**src/rtl/wash_sequencer.sv**
```systemverilog
// wash_sequencer: programmable multi-round fill/agitate/drain washer with final spin.
// In: clk, rst_n, start, pause, abort. Out: ctrl_fill, ctrl_release, ctrl_forward,
// ctrl_reverse, busy, done, phase[2:0], round[3:0]. LEVEL_SENSOR_EN adds water_full, fault.
module wash_sequencer #(
  parameter int TW          = 16,
  parameter int ROUNDS      = 3,
  parameter int FILL_TICKS  = 40,
  parameter int WASH_TICKS  = 300,
  parameter int RINSE_TICKS = 150,
  parameter int DIR_TICKS   = 20,
  parameter int GAP_TICKS   = 5,
  parameter int DRAIN_TICKS = 30,
  parameter int SPIN_TICKS  = 100
) (
  input  logic       clk,
  input  logic       rst_n,
  input  logic       start,
  input  logic       pause,
  input  logic       abort,
`ifdef LEVEL_SENSOR_EN
  input  logic       water_full,
  output logic       fault,
`endif
  output logic       ctrl_fill,
  output logic       ctrl_release,
  output logic       ctrl_forward,
  output logic       ctrl_reverse,
  output logic       busy,
  output logic       done,
  output logic [2:0] phase,
  output logic [3:0] round
);

  typedef enum logic [2:0] {
    S_IDLE  = 3'd0,
    S_FILL  = 3'd1,
    S_AGIT  = 3'd2,
    S_DRAIN = 3'd3,
    S_SPIN  = 3'd4,
    S_ABORT = 3'd5
  } state_t;

  // Pattern counter spans two directions plus two gaps.
  localparam int PW = TW + 2;

  localparam logic [TW-1:0] L_FILL  = TW'(FILL_TICKS - 1);
  localparam logic [TW-1:0] L_WASH  = TW'(WASH_TICKS - 1);
  localparam logic [TW-1:0] L_RINSE = TW'(RINSE_TICKS - 1);
  localparam logic [TW-1:0] L_DRAIN = TW'(DRAIN_TICKS - 1);
  localparam logic [TW-1:0] L_SPIN  = TW'(SPIN_TICKS - 1);

  localparam logic [PW-1:0] L_DIR  = PW'(DIR_TICKS);
  localparam logic [PW-1:0] L_REV0 = PW'(DIR_TICKS + GAP_TICKS);
  localparam logic [PW-1:0] L_REV1 = PW'(2 * DIR_TICKS + GAP_TICKS);
  localparam logic [PW-1:0] L_PEND = PW'(2 * (DIR_TICKS + GAP_TICKS) - 1);
  localparam logic [3:0]    L_LAST = 4'(ROUNDS - 1);

  state_t        r_state;
  logic [TW-1:0] r_timer;
  logic [PW-1:0] r_pat;
  logic [3:0]    r_round;

  logic r_fill;
  logic r_rel;
  logic r_fwd;
  logic r_rev;
  logic r_busy;
  logic r_done;

  state_t        w_state_nxt;
  logic [TW-1:0] w_timer_nxt;
  logic [PW-1:0] w_pat_nxt;
  logic [3:0]    w_round_nxt;
  logic          w_done_nxt;

  logic w_fill_nxt;
  logic w_rel_nxt;
  logic w_fwd_nxt;
  logic w_rev_nxt;
  logic w_busy_nxt;

  logic          w_expire;
  logic          w_abort_go;
  logic          w_hold;
  logic [TW-1:0] w_agit_len;

`ifdef LEVEL_SENSOR_EN
  logic r_wf;
  logic r_fault;
  logic w_fault_nxt;
`endif

  assign w_expire   = (r_timer == '0);
  // A running abort drain is not restarted by abort staying high.
  assign w_abort_go = abort && (r_state != S_IDLE)
                      && (r_state != S_ABORT);
  assign w_hold     = pause && (r_state != S_IDLE)
                      && !w_abort_go;
  assign w_agit_len = (r_round == 4'd0) ? L_WASH : L_RINSE;

  // State and counters
  always_ff @(posedge clk or negedge rst_n) begin
    if (!rst_n) begin
      r_state <= S_IDLE;
      r_timer <= '0;
      r_pat   <= '0;
      r_round <= '0;
    end else begin
      r_state <= w_state_nxt;
      r_timer <= w_timer_nxt;
      r_pat   <= w_pat_nxt;
      r_round <= w_round_nxt;
    end
  end

  // Next state
  always_comb begin
    w_state_nxt = r_state;
    w_timer_nxt = r_timer;
    w_pat_nxt   = r_pat;
    w_round_nxt = r_round;
    w_done_nxt  = 1'b0;
`ifdef LEVEL_SENSOR_EN
    w_fault_nxt = r_fault;
`endif
    if (r_state == S_IDLE) begin
      if (start && !abort) begin
        w_state_nxt = S_FILL;
        w_timer_nxt = L_FILL;
        w_round_nxt = '0;
`ifdef LEVEL_SENSOR_EN
        w_fault_nxt = 1'b0;
`endif
      end
    end else if (w_abort_go) begin
      w_state_nxt = S_ABORT;
      w_timer_nxt = L_DRAIN;
      w_round_nxt = '0;
    end else if (!w_hold) begin
      unique case (r_state)
        S_FILL: begin
`ifdef LEVEL_SENSOR_EN
          if (r_wf) begin
            w_state_nxt = S_AGIT;
            w_timer_nxt = w_agit_len;
            w_pat_nxt   = '0;
          end else if (w_expire) begin
            w_state_nxt = S_ABORT;
            w_timer_nxt = L_DRAIN;
            w_round_nxt = '0;
            w_fault_nxt = 1'b1;
          end else begin
            w_timer_nxt = r_timer - TW'(1);
          end
`else
          if (w_expire) begin
            w_state_nxt = S_AGIT;
            w_timer_nxt = w_agit_len;
            w_pat_nxt   = '0;
          end else begin
            w_timer_nxt = r_timer - TW'(1);
          end
`endif
        end
        S_AGIT: begin
          if (w_expire) begin
            w_state_nxt = S_DRAIN;
            w_timer_nxt = L_DRAIN;
          end else begin
            w_timer_nxt = r_timer - TW'(1);
            w_pat_nxt   = (r_pat == L_PEND) ?
                          '0 : r_pat + PW'(1);
          end
        end
        S_DRAIN: begin
          if (w_expire) begin
            if (r_round < L_LAST) begin
              w_state_nxt = S_FILL;
              w_timer_nxt = L_FILL;
              w_round_nxt = r_round + 4'd1;
            end else begin
              w_state_nxt = S_SPIN;
              w_timer_nxt = L_SPIN;
            end
          end else begin
            w_timer_nxt = r_timer - TW'(1);
          end
        end
        S_SPIN: begin
          if (w_expire) begin
            w_state_nxt = S_IDLE;
            w_round_nxt = '0;
            w_done_nxt  = 1'b1;
          end else begin
            w_timer_nxt = r_timer - TW'(1);
          end
        end
        S_ABORT: begin
          if (w_expire) begin
            w_state_nxt = S_IDLE;
          end else begin
            w_timer_nxt = r_timer - TW'(1);
          end
        end
        default: begin
          w_state_nxt = S_IDLE;
          w_timer_nxt = '0;
          w_round_nxt = '0;
        end
      endcase
    end
  end

  // Outputs decoded from the upcoming state so they can be registered
  always_comb begin
    w_fill_nxt = 1'b0;
    w_rel_nxt  = 1'b0;
    w_fwd_nxt  = 1'b0;
    w_rev_nxt  = 1'b0;
    w_busy_nxt = (w_state_nxt != S_IDLE);
    if (!w_hold) begin
      unique case (w_state_nxt)
        S_FILL: w_fill_nxt = 1'b1;
        S_AGIT: begin
          w_fwd_nxt = (w_pat_nxt < L_DIR);
          w_rev_nxt = (w_pat_nxt >= L_REV0)
                      && (w_pat_nxt < L_REV1);
        end
        S_DRAIN, S_ABORT: w_rel_nxt = 1'b1;
        S_SPIN: begin
          w_rel_nxt = 1'b1;
          w_fwd_nxt = 1'b1;
        end
        default: ;
      endcase
    end
  end

  always_ff @(posedge clk or negedge rst_n) begin
    if (!rst_n) begin
      r_fill <= 1'b0;
      r_rel  <= 1'b0;
      r_fwd  <= 1'b0;
      r_rev  <= 1'b0;
      r_busy <= 1'b0;
      r_done <= 1'b0;
    end else begin
      r_fill <= w_fill_nxt;
      r_rel  <= w_rel_nxt;
      r_fwd  <= w_fwd_nxt;
      r_rev  <= w_rev_nxt;
      r_busy <= w_busy_nxt;
      r_done <= w_done_nxt;
    end
  end

`ifdef LEVEL_SENSOR_EN
  always_ff @(posedge clk or negedge rst_n) begin
    if (!rst_n) begin
      r_wf    <= 1'b0;
      r_fault <= 1'b0;
    end else begin
      r_wf    <= water_full;
      r_fault <= w_fault_nxt;
    end
  end

  assign fault = r_fault;
`endif

  assign ctrl_fill    = r_fill;
  assign ctrl_release = r_rel;
  assign ctrl_forward = r_fwd;
  assign ctrl_reverse = r_rev;
  assign busy         = r_busy;
  assign done         = r_done;
  assign phase        = r_state;
  assign round        = r_round;

endmodule

```
**config.mk**
```make
export PLATFORM = sky130hd
export DESIGN_NAME = wash_sequencer
export DESIGN_NICKNAME = d
export VERILOG_FILES = /design/src/rtl/wash_sequencer.sv
export SDC_FILE = /design/constraint.sdc
export NUM_CORES = 1
export LEC_CHECK = 0
export BUFFER_PORTS_ARGS = -buffer_cell sky130_fd_sc_hd__buf_2
export CAP_MARGIN = 20
export CELL_PAD_IN_SITES_DETAIL_PLACEMENT = 1
export CELL_PAD_IN_SITES_GLOBAL_PLACEMENT = 1
export CORE_UTILIZATION = 45
export DETAILED_ROUTE_END_ITERATION = 8
export PLACE_DENSITY = 0.89
export SLEW_MARGIN = 20
export SYNTH_ARGS = -nofsm -noshare
export SYNTH_HDL_FRONTEND = slang
export SYNTH_SLANG_ARGS = --single-unit
```
**constraint.sdc**
```tcl
create_clock -name clk -period 2.7 [get_ports clk]
set_input_delay 0.54 -clock clk [delete_from_list [all_inputs] [get_ports clk]]
set_output_delay 0.54 -clock clk [all_outputs]
set_load 0.005 [all_outputs]
```
==> reports/summary.json <==
{
  "number_of_global_route_vias_before_repair": {"value": 3860},
  "clk_root_buffer_cell": {"value": "clkbuf_8"},
  "critical-path-top-delay-family": {"value": "simple AND/OR/NAND/NOR gates"},
  "number_of_violations_reported_at_the_end_of_detailed_routing_iteration_0": {"value": 437},
  "critical_register_to_register_path_endpoint": {"value": "ctrl_reverse"},
  "critical_path.max_stage_delay": {"value": 450, "unit": "ps"},
  "synth-edff-count": {"value": 0},
  "holdCritPathClass": {"value": "input port to async pin"},
  "clock-sinks": {"value": 47},
  "p_leak": {"value": 1.81, "unit": "nW"},
  "synth-adder-area-share": {"value": 1.92, "unit": "%"},
  "p_sw_share": {"value": 36.7, "unit": "%"},
  "p_int": {"value": 1.62, "unit": "mW"},
  "crit_path_top_delay_cell": {"value": "nor4_1"},
  "p_seq_share": {"value": 37.5, "unit": "%"},
  "timing.max_slew.rel_slack": {"value": 49.5, "unit": "%"},
  "cap_violations": {"value": 0},
  "worst_path_class_setup": {"value": "register to register"},
  "synth_nets": {"value": 402},
  "clock_power_share": {"value": 25.1, "unit": "%"},
  "cts-htree-levels": {"value": 2},
  "final_net_count": {"value": 483},
  "clockBufferDepth": {"value": 2},
  "grt_pass1_wl": {"value": 20.2, "unit": "mm"},
  "worstPathCellList": {"value": "inv_2 -> ha_4 -> nor4b_4 -> buf_4 -> nand4_1 -> buf_6 -> and3_2 -> nor4_1 -> o22a_1 -> nor2b_1 -> nand4_1 -> buf_4 -> a211oi_2"},
  "timing.critical_path.buf_inv": {"value": 4},
  "core_area": {"value": 6910, "unit": "µm²"},
  "die_x": {"value": 87.1, "unit": "µm"},
  "syn_avg_cell_area": {"value": 8.31, "unit": "µm²"},
  "cts_inserted_buffers": {"value": 5},
  "asyncSetResetFlopFracSynth": {"value": 100, "unit": "%"},
  "seq_area_frac_synth": {"value": 36.1, "unit": "%"},
  "netlist.area_leader.share": {"value": 36.1, "unit": "%"},
  "drv_slew": {"value": 0},
  "share_of_the_synthesized_area_in_compound_gates_ao_oa_aoi_oai": {"value": 22.3, "unit": "%"},
  "insertion_delay": {"value": 320, "unit": "ps"},
  "critPathRequiredTime": {"value": 2900, "unit": "ps"},
  "synthesis.yosys.warnings": {"value": 0},
  "io-pin-count": {"value": 18},
  "grtUsageTotal": {"value": 34.8, "unit": "%"},
  "synthDistinctLibCells": {"value": 68},
  "globalRouteOverflowTotal": {"value": 0},
  "layout-drive-gt1-share": {"value": 30.8, "unit": "%"},
  "synthXorXnorAreaFrac": {"value": 2.42, "unit": "%"},
  "clock_tree_from_tritoncts": {"value": "built"},
  "worst_margin_pin_slew": {"value": 754, "unit": "ps"},
  "p_comb_share": {"value": 37.4, "unit": "%"},
  "fin_crit": {"value": 2880, "unit": "ps"},
  "unrepaired_setup_endpoints_after_global_routing": {"value": "true"},
  "antenna_cells_inserted": {"value": 0},
  "path_depth": {"value": 13},
  "synth_cells": {"value": 392},
  "seq_cells_post_synth": {"value": 47},
  "count_of_vias_placed_by_the_detailed_router": {"value": 4080},
  "routed_via_density": {"value": 7.16},
  "critPathCaptureType": {"value": "register"},
  "worst-r2r-cell-count": {"value": 13},
  "worstSetupStartpointType": {"value": "register"},
  "timing.reg2reg.setup_slack": {"value": -180, "unit": "ps"},
  "timing.critical_path.arrival": {"value": 3080, "unit": "ps"},
  "finalCoreUtilization": {"value": 60.9, "unit": "%"},
  "power": {"value": 2.56, "unit": "mW"},
  "violations_in_the_final_reports": {"value": "setup timing"},
  "yosys_most_used_dff": {"value": "dfrtp_1"},
  "finalClockSkew": {"value": 6.86, "unit": "ps"},
  "synth.area.top_cells": {"value": "dfrtp_1 36%, nand2_1 4.3%, nor2_1 4.3%"},
  "grt_start_max_net_pins": {"value": 48},
  "dp_hpwl": {"value": 8.58, "unit": "mm"},
  "yosys-mux-area-fraction": {"value": 0.614, "unit": "%"},
  "gp_congestion": {"value": 0.966},
  "postRouteWirelength": {"value": 15.2, "unit": "mm"},
  "report.final.hold_viol_count": {"value": 0},
  "power.density": {"value": 610, "unit": "nW/µm²"},
  "route.detailed.wl_per_inst": {"value": 26.7, "unit": "µm"},
  "r2r-start": {"value": "r_timer[1]"},
  "synth_top_family_by_area": {"value": "simple AND/OR/NAND/NOR gates"},
  "switching_power_summed_over_all_nets": {"value": 940, "unit": "µW"},
  "fmax": {"value": 347, "unit": "MHz"},
  "synth_largest_area_cell": {"value": "dfrtp_1"},
  "maximum_fanout_encountered_on_the_critical_timing_path": {"value": 7},
  "die_h": {"value": 87.1, "unit": "µm"},
  "timing.setup.tns": {"value": -361, "unit": "ps"},
  "antenna_found_initial": {"value": 0},
  "period_share": {"value": 107, "unit": "%"},
  "synth.cell_area": {"value": 3260, "unit": "µm²"},
  "drc_viols": {"value": 0},
  "cts.hold.buffers_added": {"value": 0},
  "final_antenna_net_count": {"value": 0},
  "layout_stage_area_growth_over_the_synthesis_result": {"value": 29.1, "unit": "%"},
  "floorplan.initialDensity": {"value": 47.2, "unit": "%"},
  "die_area": {"value": 7580, "unit": "µm²"},
  "finalSetupViolCount": {"value": 4},
  "status": {"value": "finished, violations left"},
  "power.ir.vdd_worst": {"value": 0.282, "unit": "mV"},
  "clk_pin_slew": {"value": 100, "unit": "ps"},
  "worst_slack": {"value": -180, "unit": "ps"},
  "drt_pass_1_iters": {"value": 5},
  "synthSimpleGateAreaFrac": {"value": 31.6, "unit": "%"},
  "place.port_buffers": {"value": 17},
  "rows": {"value": 30}
}
[layer usage]
| layer | global-route usage (%) | wire [µm] | up-vias |
|---|---|---|---|
| met5 | 0 | 0 | - |
| met4 | 16.4 | 1040 | 0 |
| met3 | 6.35 | 1370 | 115 |
| met2 | 58.6 | 7070 | 378 |
| met1 | 43.3 | 5740 | 1979 |
| li1 | - | - | 1608 |
[metrics by stage]
stage | cells | area [µm²] | setup WS [ps] | hold slack, ps
final | 570 | 4210 | -180 | 313
after global routing | 570 | 4210 | -232 | 397
after CTS | 558 | 4020 | -16.2 | 347
after detailed placement | 545 | 3800 | -271 | 566
after global placement | 545 | 3800 | 3.88 | 540
after floorplan | 392 | 3260 | 206 | 244
[synth_stat cells, types with 3 or more instances]
| cell | n |
|---|---|
| a211oi_1 | 9 |
| a21oi_1 | 24 |
| a22o_1 | 3 |
| a31oi_1 | 7 |
| and2_1 | 4 |
| and3_1 | 5 |
| and4_1 | 6 |
| buf_2 | 5 |
| clkbuf_1 | 7 |
| dfrtp_1 | 47 |
| ha_1 | 5 |
| inv_1 | 15 |
| nand2_1 | 37 |
| nand2b_1 | 7 |
| nand3_1 | 18 |
| nand3b_1 | 3 |
| nand4_1 | 6 |
| nor2_1 | 37 |
| nor2b_1 | 7 |
| nor3_1 | 18 |
| nor3b_1 | 4 |
| nor4_1 | 8 |
| nor4b_1 | 4 |
| o211ai_1 | 4 |
| o21ai_0 | 27 |
| o21bai_1 | 3 |
| o22ai_1 | 3 |
| or2_2 | 3 |
| or3_1 | 6 |
| or4_1 | 3 |
| xnor2_1 | 3 |
| xor2_1 | 6 |
[kinds of logic after synthesis]
| group | count (synthesis) |
|---|---|
| AOI/OAI and AO/OA | 109 |
| xor gates and xnor gates | 9 |
| adders and majority gates | 5 |
| buffers and inverters | 34 |
| DFF | 47 |
| muxes | 2 |
| and+or+nand+nor | 186 |
[power groups by stage]
stage	combinational (mW)	sequential (mW)	clock (mW)
after floorplan	0.390	0.951	0
after global placement	0.719	0.936	0
after CTS	0.820	0.945	0.628
after global routing	1.01	0.966	0.658
final	0.960	0.962	0.643
after detailed placement	0.777	0.951	0
[worst max-delay path by stage]
stage | startpoint | end | slack (ps)
after global routing | r_timer[1] | ctrl_forward | -230
after detailed placement | r_timer[1] | ctrl_forward | -270
final | r_timer[1] | ctrl_reverse | -180
after global placement | r_timer[0] | ctrl_forward | 4
after CTS | r_timer[1] | ctrl_forward | -20
after floorplan | abort | ctrl_forward | 210
[sequential cells by signal, indices dropped and copies added, names as in the netlist]
name / flops
round: 4
done: 1
busy: 1
r_timer: 16
ctrl_reverse: 1
ctrl_fill: 1
phase: 3
ctrl_release: 1
ctrl_forward: 1
r_pat: 18
[area by class of cell]
cell class                 instances  area [µm²]
fill                             826        2700
multi-input combinational        311        2050
sequential                        47        1180
timing repair buffer              93         667
tap                               96         120
clock buffer                       6        72.6
clock inverter                     2        60.1
inverter                          15        56.3
[cells in the final DEF, fill, tap and decap left out, types with 4 or more instances in the layout]
cell / netlist / routed
nand4_1: 6 / 6
nor3_1: 18 / 17
or3_1: 6 / 5
o21ai_0: 27 / 22
nand3_1: 18 / 16
nand2b_1: 7 / 7
nor2_1: 37 / 36
and3_1: 5 / 4
dfrtp_1: 47 / 46
a21oi_1: 24 / 22
nor3b_1: 4 / 4
xor2_1: 6 / 6
and4_1: 6 / 5
nor2b_1: 7 / 7
clkbuf_8: 0 / 5
inv_1: 15 / 13
a31oi_1: 7 / 6
ha_1: 5 / 4
o211ai_1: 4 / 4
nor4_1: 8 / 5
o21ai_1: 1 / 5
buf_2: 5 / 17
nand2_1: 37 / 35
buf_4: 1 / 73
a211oi_1: 9 / 7
[what timing repair did]
item | in CTS | in global routing
pin swaps | 5 | 9
setup buffers | 5 | 12
endpoints found under the setup margin | 5 | 9
endpoints found under the hold margin | 0 | 0
resized for setup | 14 | 27
(Power assumes the default switching activity.)
